==> config.mk <==
export PLATFORM = sky130hd
export DESIGN_NAME = seq_divider
export DESIGN_NICKNAME = d
export VERILOG_FILES = /design/src/rtl/seq_divider.sv
export SDC_FILE = /design/constraint.sdc
export NUM_CORES = 1
export LEC_CHECK = 0
export BUFFER_PORTS_ARGS = -buffer_cell sky130_fd_sc_hd__buf_2
export CORE_MARGIN = 4
export CORE_UTILIZATION = 45
export CTS_BUF_LIST = sky130_fd_sc_hd__clkbuf_4 sky130_fd_sc_hd__clkbuf_8
export CTS_CLUSTER_SIZE = 20
export DETAILED_ROUTE_END_ITERATION = 16
export GPL_ROUTABILITY_DRIVEN = 0
export GPL_TIMING_DRIVEN = 0
export PLACE_DENSITY = 0.65
export SYNTH_ARGS = -nofsm -noshare
export SYNTH_HDL_FRONTEND = slang
export SYNTH_SLANG_ARGS = --single-unit
==> constraint.sdc <==
create_clock -name clk -period 3.74 [get_ports clk]
set_input_delay 0.187 -clock clk [delete_from_list [all_inputs] [get_ports clk]]
set_output_delay 0.187 -clock clk [all_outputs]
set_load 0.05 [all_outputs]
==> src/rtl/seq_divider.sv <==
// seq_divider: 32-bit restoring sequential divider, one quotient bit per cycle.
// Ports:
//   clk        - clock, rising edge
//   resetN     - asynchronous active-low reset
//   start      - request a division (accepted only when idle)
//   src1, src2 - dividend and divisor, captured on the accepting edge
//   quotient   - registered quotient, held until the next result
//   remainder  - registered remainder, held until the next result
//   busy       - high from accept until the result is delivered
//   done       - one-cycle pulse when quotient/remainder become valid
//   divByZero  - set with done when the divisor was zero, cleared on accept
// Build option: define SEQ_DIVIDER_SIGNED_EN for two's-complement signed operands.
module seq_divider (
    input  logic        clk,
    input  logic        resetN,
    input  logic        start,
    input  logic [31:0] src1,
    input  logic [31:0] src2,
    output logic [31:0] quotient,
    output logic [31:0] remainder,
    output logic        busy,
    output logic        done,
    output logic        divByZero
);
    typedef enum logic [1:0] {IDLE, RUN, FINISH} state_t;
    state_t      state;
    logic [5:0]  cnt;
    logic [31:0] a, b, r, qv, rv;
    logic [32:0] sh;
    logic [33:0] df;
    // a holds the dividend and collects quotient bits as they shift in
    assign sh = {r, a[31]};
    // bit 33 is the carry out of sh - b: set means no borrow
    assign df = {1'b0, sh} + {1'b0, ~{1'b0, b}} + 34'd1;
`ifdef SEQ_DIVIDER_SIGNED_EN
    logic        neg_q, neg_r;
    logic [31:0] m1, m2, mag_r;
    assign m1 = src1[31] ? -src1 : src1;
    assign m2 = src2[31] ? -src2 : src2;
    // on divide-by-zero a still holds |src1|, so negation restores src1
    assign mag_r = (b == '0) ? a : r;
    assign qv = (b == '0) ? '1 : (neg_q ? -a : a);
    assign rv = neg_r ? -mag_r : mag_r;
`else
    assign qv = (b == '0) ? '1 : a;
    assign rv = (b == '0) ? a : r;
`endif
    always_ff @(posedge clk or negedge resetN) begin
        if (!resetN) begin
            state     <= IDLE;
            cnt       <= '0;
            a         <= '0;
            b         <= '0;
            r         <= '0;
            quotient  <= '0;
            remainder <= '0;
            busy      <= 1'b0;
            done      <= 1'b0;
            divByZero <= 1'b0;
`ifdef SEQ_DIVIDER_SIGNED_EN
            neg_q     <= 1'b0;
            neg_r     <= 1'b0;
`endif
        end else begin
            done <= 1'b0;
            case (state)
                IDLE: if (start) begin
`ifdef SEQ_DIVIDER_SIGNED_EN
                    a     <= m1;
                    b     <= m2;
                    neg_q <= src1[31] ^ src2[31];
                    neg_r <= src1[31];
`else
                    a     <= src1;
                    b     <= src2;
`endif
                    r         <= '0;
                    cnt       <= '0;
                    busy      <= 1'b1;
                    divByZero <= 1'b0;
                    state     <= (src2 == '0) ? FINISH : RUN;
                end
                RUN: begin
                    a     <= {a[30:0], df[33]};
                    r     <= df[33] ? df[31:0] : sh[31:0];
                    cnt   <= cnt + 6'd1;
                    state <= (cnt == 6'd31) ? FINISH : RUN;
                end
                FINISH: begin
                    quotient  <= qv;
                    remainder <= rv;
                    done      <= 1'b1;
                    busy      <= 1'b0;
                    divByZero <= (b == '0);
                    state     <= IDLE;
                end
                default: state <= IDLE;
            endcase
        end
    end
endmodule

# ---- After elaboration in Yosys (flattened, before gate mapping)
# Index checks and enable logic that the tools add are counted.
dict set report totals {
  regBits 171
  inputBits 67
  output_inout_bits 67
  elab_cells 44
}
dict set report classes {
  n_addsub 3
  n_eq_ne 4
  n_mux 18
  bitwise_logic 1
  n_reduce_logical 8
}
# operator n
set ops {}
lappend ops {{2-to-1 mux 32 bit} 5}
lappend ops {{one-hot mux 32 bit (2 select lines)} 2}
lappend ops {{zero test 32 bit} 2}
lappend ops {{adder 33 x 33 -> 34 bit} 1}
lappend ops {{adder 34 x 1 -> 34 bit, second input constant} 1}
lappend ops {{NOT 32 -> 33 bit} 1}
lappend ops {{one-hot mux 6 bit (2 select lines)} 1}
lappend ops {{adder 6 x 1 -> 6 bit, second input constant} 1}
lappend ops {{== test 6 x 5 -> 1 bit, second input constant} 1}
lappend ops {{2-to-1 mux 2 bit} 3}
lappend ops {{2-to-1 mux 6 bit} 1}
lappend ops {{AND reduction 2 bit} 3}
lappend ops {{one-hot mux 1 bit (2 select lines)} 2}
lappend ops {{one-hot mux 2 bit (2 select lines)} 1}
lappend ops {{nonzero test 2 bit} 2}
lappend ops {{2-to-1 mux 1 bit} 3}
lappend ops {{== test 2 x 1 -> 1 bit, second input constant} 1}
lappend ops {{== test 2 bit, second input constant} 1}
lappend ops {{zero test 2 bit} 1}
lappend ops {{inequality test 2 bit, second input constant} 1}

# ---- Depth between registers and ports, before layout
dict set report logic_depth {
  depth_word 5
  ltp_mapped 13
  mapped_depth_nobuf 13
}

# ---- Least setup slack after synthesis
# No wires, ideal clock.
dict set report synth_timing {
  kind {register to register}
  from {reg a[31]}
  to {reg r[30]}
  setup_ps 122
  t_arrival_ps 2719
  required_time_ps 3618
  setup_slack_ps 900
  path_stages_with_launch 14
  path_buffers 0
  synth_period_minus_slack_ps 2840
  cell_sequence {dfrtp_1 -> inv_1 -> ha_1 -> inv_1 -> fa_1 -> a211oi_1 -> o21ai_1 -> a221oi_2 -> nor3_1 -> o31ai_2 -> o21ai_1 -> a31oi_1 -> mux2i_1 -> nand2_1}
}
dict set report synth_via {
  elab_chain_cells 4
}
# item line_no
set synth_rtl {}
lappend synth_rtl {{from (decl)} 28} ;# logic [31:0] a, b, r, qv, rv;
lappend synth_rtl {{from (signal assigned)} 74} ;# a <= src1;
lappend synth_rtl {{from (signal assigned)} 84} ;# a <= {a[30:0], df[33]};
lappend synth_rtl {{adder 33 x 33 -> 34 bit} 34} ;# assign df = {1'b0, sh} + {1'b0, ~{1'b0, b}} + 34'd1;
lappend synth_rtl {{adder 34 x 1 -> 34 bit} 34}
lappend synth_rtl {{2-to-1 mux 32 bit} 85} ;# r <= df[33] ? df[31:0] : sh[31:0];
lappend synth_rtl {{one-hot mux 32 bit (2 select lines)} 66} ;# case (state)
lappend synth_rtl {{to (signal assigned)} 85}
lappend synth_rtl {{to (decl)} 28}
# No other way between the ends.
# A chain may end at the register's enable or synchronous reset.

# ---- Final worst setup path
dict set report layout_timing {
  from {reg a[31]}
  to {reg r[24]}
}
# Same word-level chain as after synthesis.

==> key figures <==
Worst setup path
  – CP bufs+invs: 2
  – Critical path's top delay family: compound AO/OA/AOI/OAI gates
  – CP Capture Type: flop
  – Critical Path AT: 3.64 ns
  – Cells along the critical path: inv_1 -> ha_1 -> inv_1 -> fa_1 -> a211oi_1 -> o21ai_1 -> a221oi_2 -> o21bai_2 -> a31oi_1 -> a311oi_1 -> a211oi_2 -> xor2_1 -> o21ai_1
  – Critical path's slowest cell: dfrtp_1
  – Critical path launch point type: flop
  – Setup Crit Path Kind: flop to flop
  – CP max FO: 5
  – WP data required: just over 4 ns
  – Max incr delay on CP: between 0.4 and 0.5 ns

Cells and area
  – Fin area: around 0.011 mm^2
  – Filler cells: between 1,500 and 2,000
  – Area grow syn2layout: 20.98%
  – Final design utilization: ~56%
  – Layout net count: ~1,300
  – Share of cells above drive strength 1: ~15%
  – Fin cells: between 1,000 and 1,500
  – Antenna Cells: 0

Clock network
  – Clock sinks: 171
  – H-Tree Level Count: 4
  – Max Root-Sink Buffers: 2
  – Post-CTS setup buffers: 0
  – CTS root buf: clkbuf_8
  – Reg clk slew, reported paths: approximately 0.10 ns
  – Clk Latency, worst-skew pair: approximately 0.47 ns
  – CTS tree: yes
  – Num CTS Buffers: 17

Synth
  – Area share of the largest cell type after synthesis: 47.23%
  – Leading area contributor after synthesis: dfrtp_1
  – Sequential area share after synthesis: 47.23%
  – Ys Warns: 0
  – Post-synth top flop: dfrtp_1
  – Post-Syn Nets: between 1,000 and 1,500
  – Synthesized area: a little over 0.009 mm^2
  – Avg Cell Area, Syn: 9.115 um^2
  – Synth area leaders: dfrtp_1 (47%), mux2i_1 (9.3%), nand2_1 (8.9%), o21ai_0 (8.3%), ha_1 (4.6%)
  – EDFF count, synth: 0
  – FFs w/ async S/R, synth: 100.0%
  – Synth cell types: 51
  – Post-Synthesis Cells: a little under 1,000
  – #FFs+latches synth: about 170

GRT
  – Initial antenna violation count: 0
  – Vias in the first global route: approximately 7,500
  – Total gr overflow: 0
  – First-pass GRT wire length: 40,040 um
  – Total track usage: a little under a quarter
  – Largest net degree at the start of global routing: ~110

Floorplanning
  – Row cnt: 51
  – Die Area: 0.02247 mm^2
  – Initial Util: between 40% and 50%
  – Io pins: between 100 and 150
  – Core Area: 0.01965 mm^2
  – DIE HEIGHT: roughly 150 um
  – Die Width: 149.9 um

Timing
  – Max transition margin: slightly above 40%
  – Worst setup margin: about 0.45 ns
  – Hold Vio Cnt, Final: 0
  – Peak Freq: just over 300 MHz
  – Max-slew violations: 0
  – Final min period: ~3.3 ns
  – Worst-Margin Slew: between 0.8 and 0.9 ns
  – Final-report setup violation count: 0
  – Hold slack final: 0.02086 ns
  – Final Skew: ~0.015 ns
  – Fin crit share: ~88%
  – Unrepaired setup endpoints after global routing: false

Pwr
  – Peak VDD IR: between 0.4 and 0.5 mV
  – PD cells: between 900 and 1000 mW/mm^2
  – LEAKAGE: ~5.3 nW

Worst hold path
  – Hold Crit Class: input pin to flop

Run status
  – Status: finished, final reports clean

Place
  – Placed Area: 0.01009 mm^2
  – Pre-CTS WS: approximately 0.51 ns
  – Detail Placement HPWL: 18,530 um
  – Port Buffers: 133
  – Post-placement cell count: approximately 1,400

Detailed routing
  – Routed vias/inst: roughly 5.4
  – Post-route ant nets: 0
  – Drt pass-1 iters: 5
  – DR vias: slightly below 8,000
  – Avg WL per Cell: ~17 um
  – DRT iter0 DRCs: ~530
  – Final WL: 24,820 um
  – # DRC: 0

Run
  – Max-cap violations: 0
## area by class of cell
| class | instances | area, um^2 | share of cell area [%] |
|---|---|---|---|
| inverters | 40 | 150.1 | 1.370 |
| well taps | 265 | 331.6 | 3.025 |
| repair buffers | 178 | 1144 | 10.43 |
| multi-input cells | 726 | 4400 | 40.15 |
| clock buffers | 18 | 247.7 | 2.260 |
| plain buffers | 57 | 230.2 | 2.100 |
| clock inverters | 14 | 177.7 | 1.621 |
| flip-flops and latches | 171 | 4279 | 39.04 |
## tightest hold or removal path, delay by kind of cell
family	cells	cell delay (ns)
AO/OA/AOI/OAI	1	0.13
buffers and inverters	1	0.09
multiplexers	1	0.05
## routing by layer
metal / global-route usage (%) / vias up / part of all wire, %
met5: 0 / - / 0
met1: 33.14 / 3769 / 48
met4: 5.764 / 0 / 1.4
met2: 35.28 / 212 / 45
li1: - / 3878 / -
met3: 3.392 / 30 / 5.1
## sequential cells by signal (all words and copies together), names as in the netlist
register   flops
done           1
r             32
a             32
busy           1
b             32
remainder     32
quotient      32
cnt            6
state          2
divByZero      1
## repair_timing
item | CTS | global route
gates resized for setup | 0 | 0
endpoints found under the hold margin | 102 | 1
hold buffers | 43 | 1
## kinds of logic (layout without fill, tap and decap cells)
| logic type | after synthesis | in the layout | share of synthesized area [%] |
|---|---|---|---|
| adder cells (fa/ha/maj) | 34 | 34 | 4.778 |
| multiplexers | 85 | 85 | 9.405 |
| XOR/XNOR | 25 | 25 | 2.417 |
| AO/OA/AOI/OAI | 284 | 284 | 17.90 |
| buffers and inverters | 97 | 307 | 4.198 |
| AND/OR/NAND/NOR | 298 | 298 | 14.07 |
| flip-flops | 171 | 171 | 47.23 |
## power by group
group          leakage (nW)  internal (W)  switching, W  total [W]
sequential             2.10       0.00249      0.000636    0.00313
combinational          2.95       0.00226       0.00310    0.00536
clock                 0.209      0.000641      0.000773    0.00141
total                  5.26       0.00540       0.00451    0.00991
## per-stage QoR
stage	TNS, ns	power [W]
2_1_floorplan	0	0.007117
3_3_place_gp	-41.31	0.008341
3_5_place_dp	0	0.008441
4_1_cts	0	0.009897
5_1_grt	0	0.01072
6_report	0	0.009906
## cells in the mapped netlist, types with 4 or more instances
master,count
a211oi_1,4
a21o_1,12
a21oi_1,41
a31oi_1,9
a32oi_1,7
and3_1,5
buf_1,5
buf_2,4
clkbuf_1,45
dfrtp_1,171
ha_1,33
inv_1,40
mux2i_1,84
nand2_1,215
nand2b_1,10
nand4_1,10
nor2_1,23
nor4_1,17
o21ai_0,151
o21ai_1,33
xnor2_1,16
xor2_1,9
## worst paths after layout
kind,slack (ns),cells past startpoint,endpoint,startpoint
hold / removal,0.02,3,a[11]$_DFFE_PN0P_,src1[11]
hold reg to reg,0.47,2,quotient[21]$_DFFE_PN0P_,quotient[21]$_DFFE_PN0P_
setup reg to reg,0.45,13,r[24]$_DFFE_PN0P_,a[31]$_DFFE_PN0P_
max in group asynchronous,2.59,3,r[17]$_DFFE_PN0P_,resetN
min in group asynchronous,0.23,2,b[5]$_DFFE_PN0P_,resetN
setup / recovery,0.45,13,r[24]$_DFFE_PN0P_,a[31]$_DFFE_PN0P_
## cells in the final DEF (no fill, tap or decap), types with 5 or more instances in the layout
cell type      count
nand2_1          215
dfrtp_1          171
o21ai_0          151
buf_2            136
mux2i_1           84
clkbuf_1          45
dlygate4sd3_1     44
a21oi_1           41
inv_1             40
o21ai_1           33
ha_1              33
nor2_1            23
clkbuf_8          18
nor4_1            17
xnor2_1           16
a21o_1            12
nand2b_1          10
nand4_1           10
a31oi_1            9
xor2_1             9
a32oi_1            7
buf_1              5
and3_1             5
(Power assumes the default switching activity.)
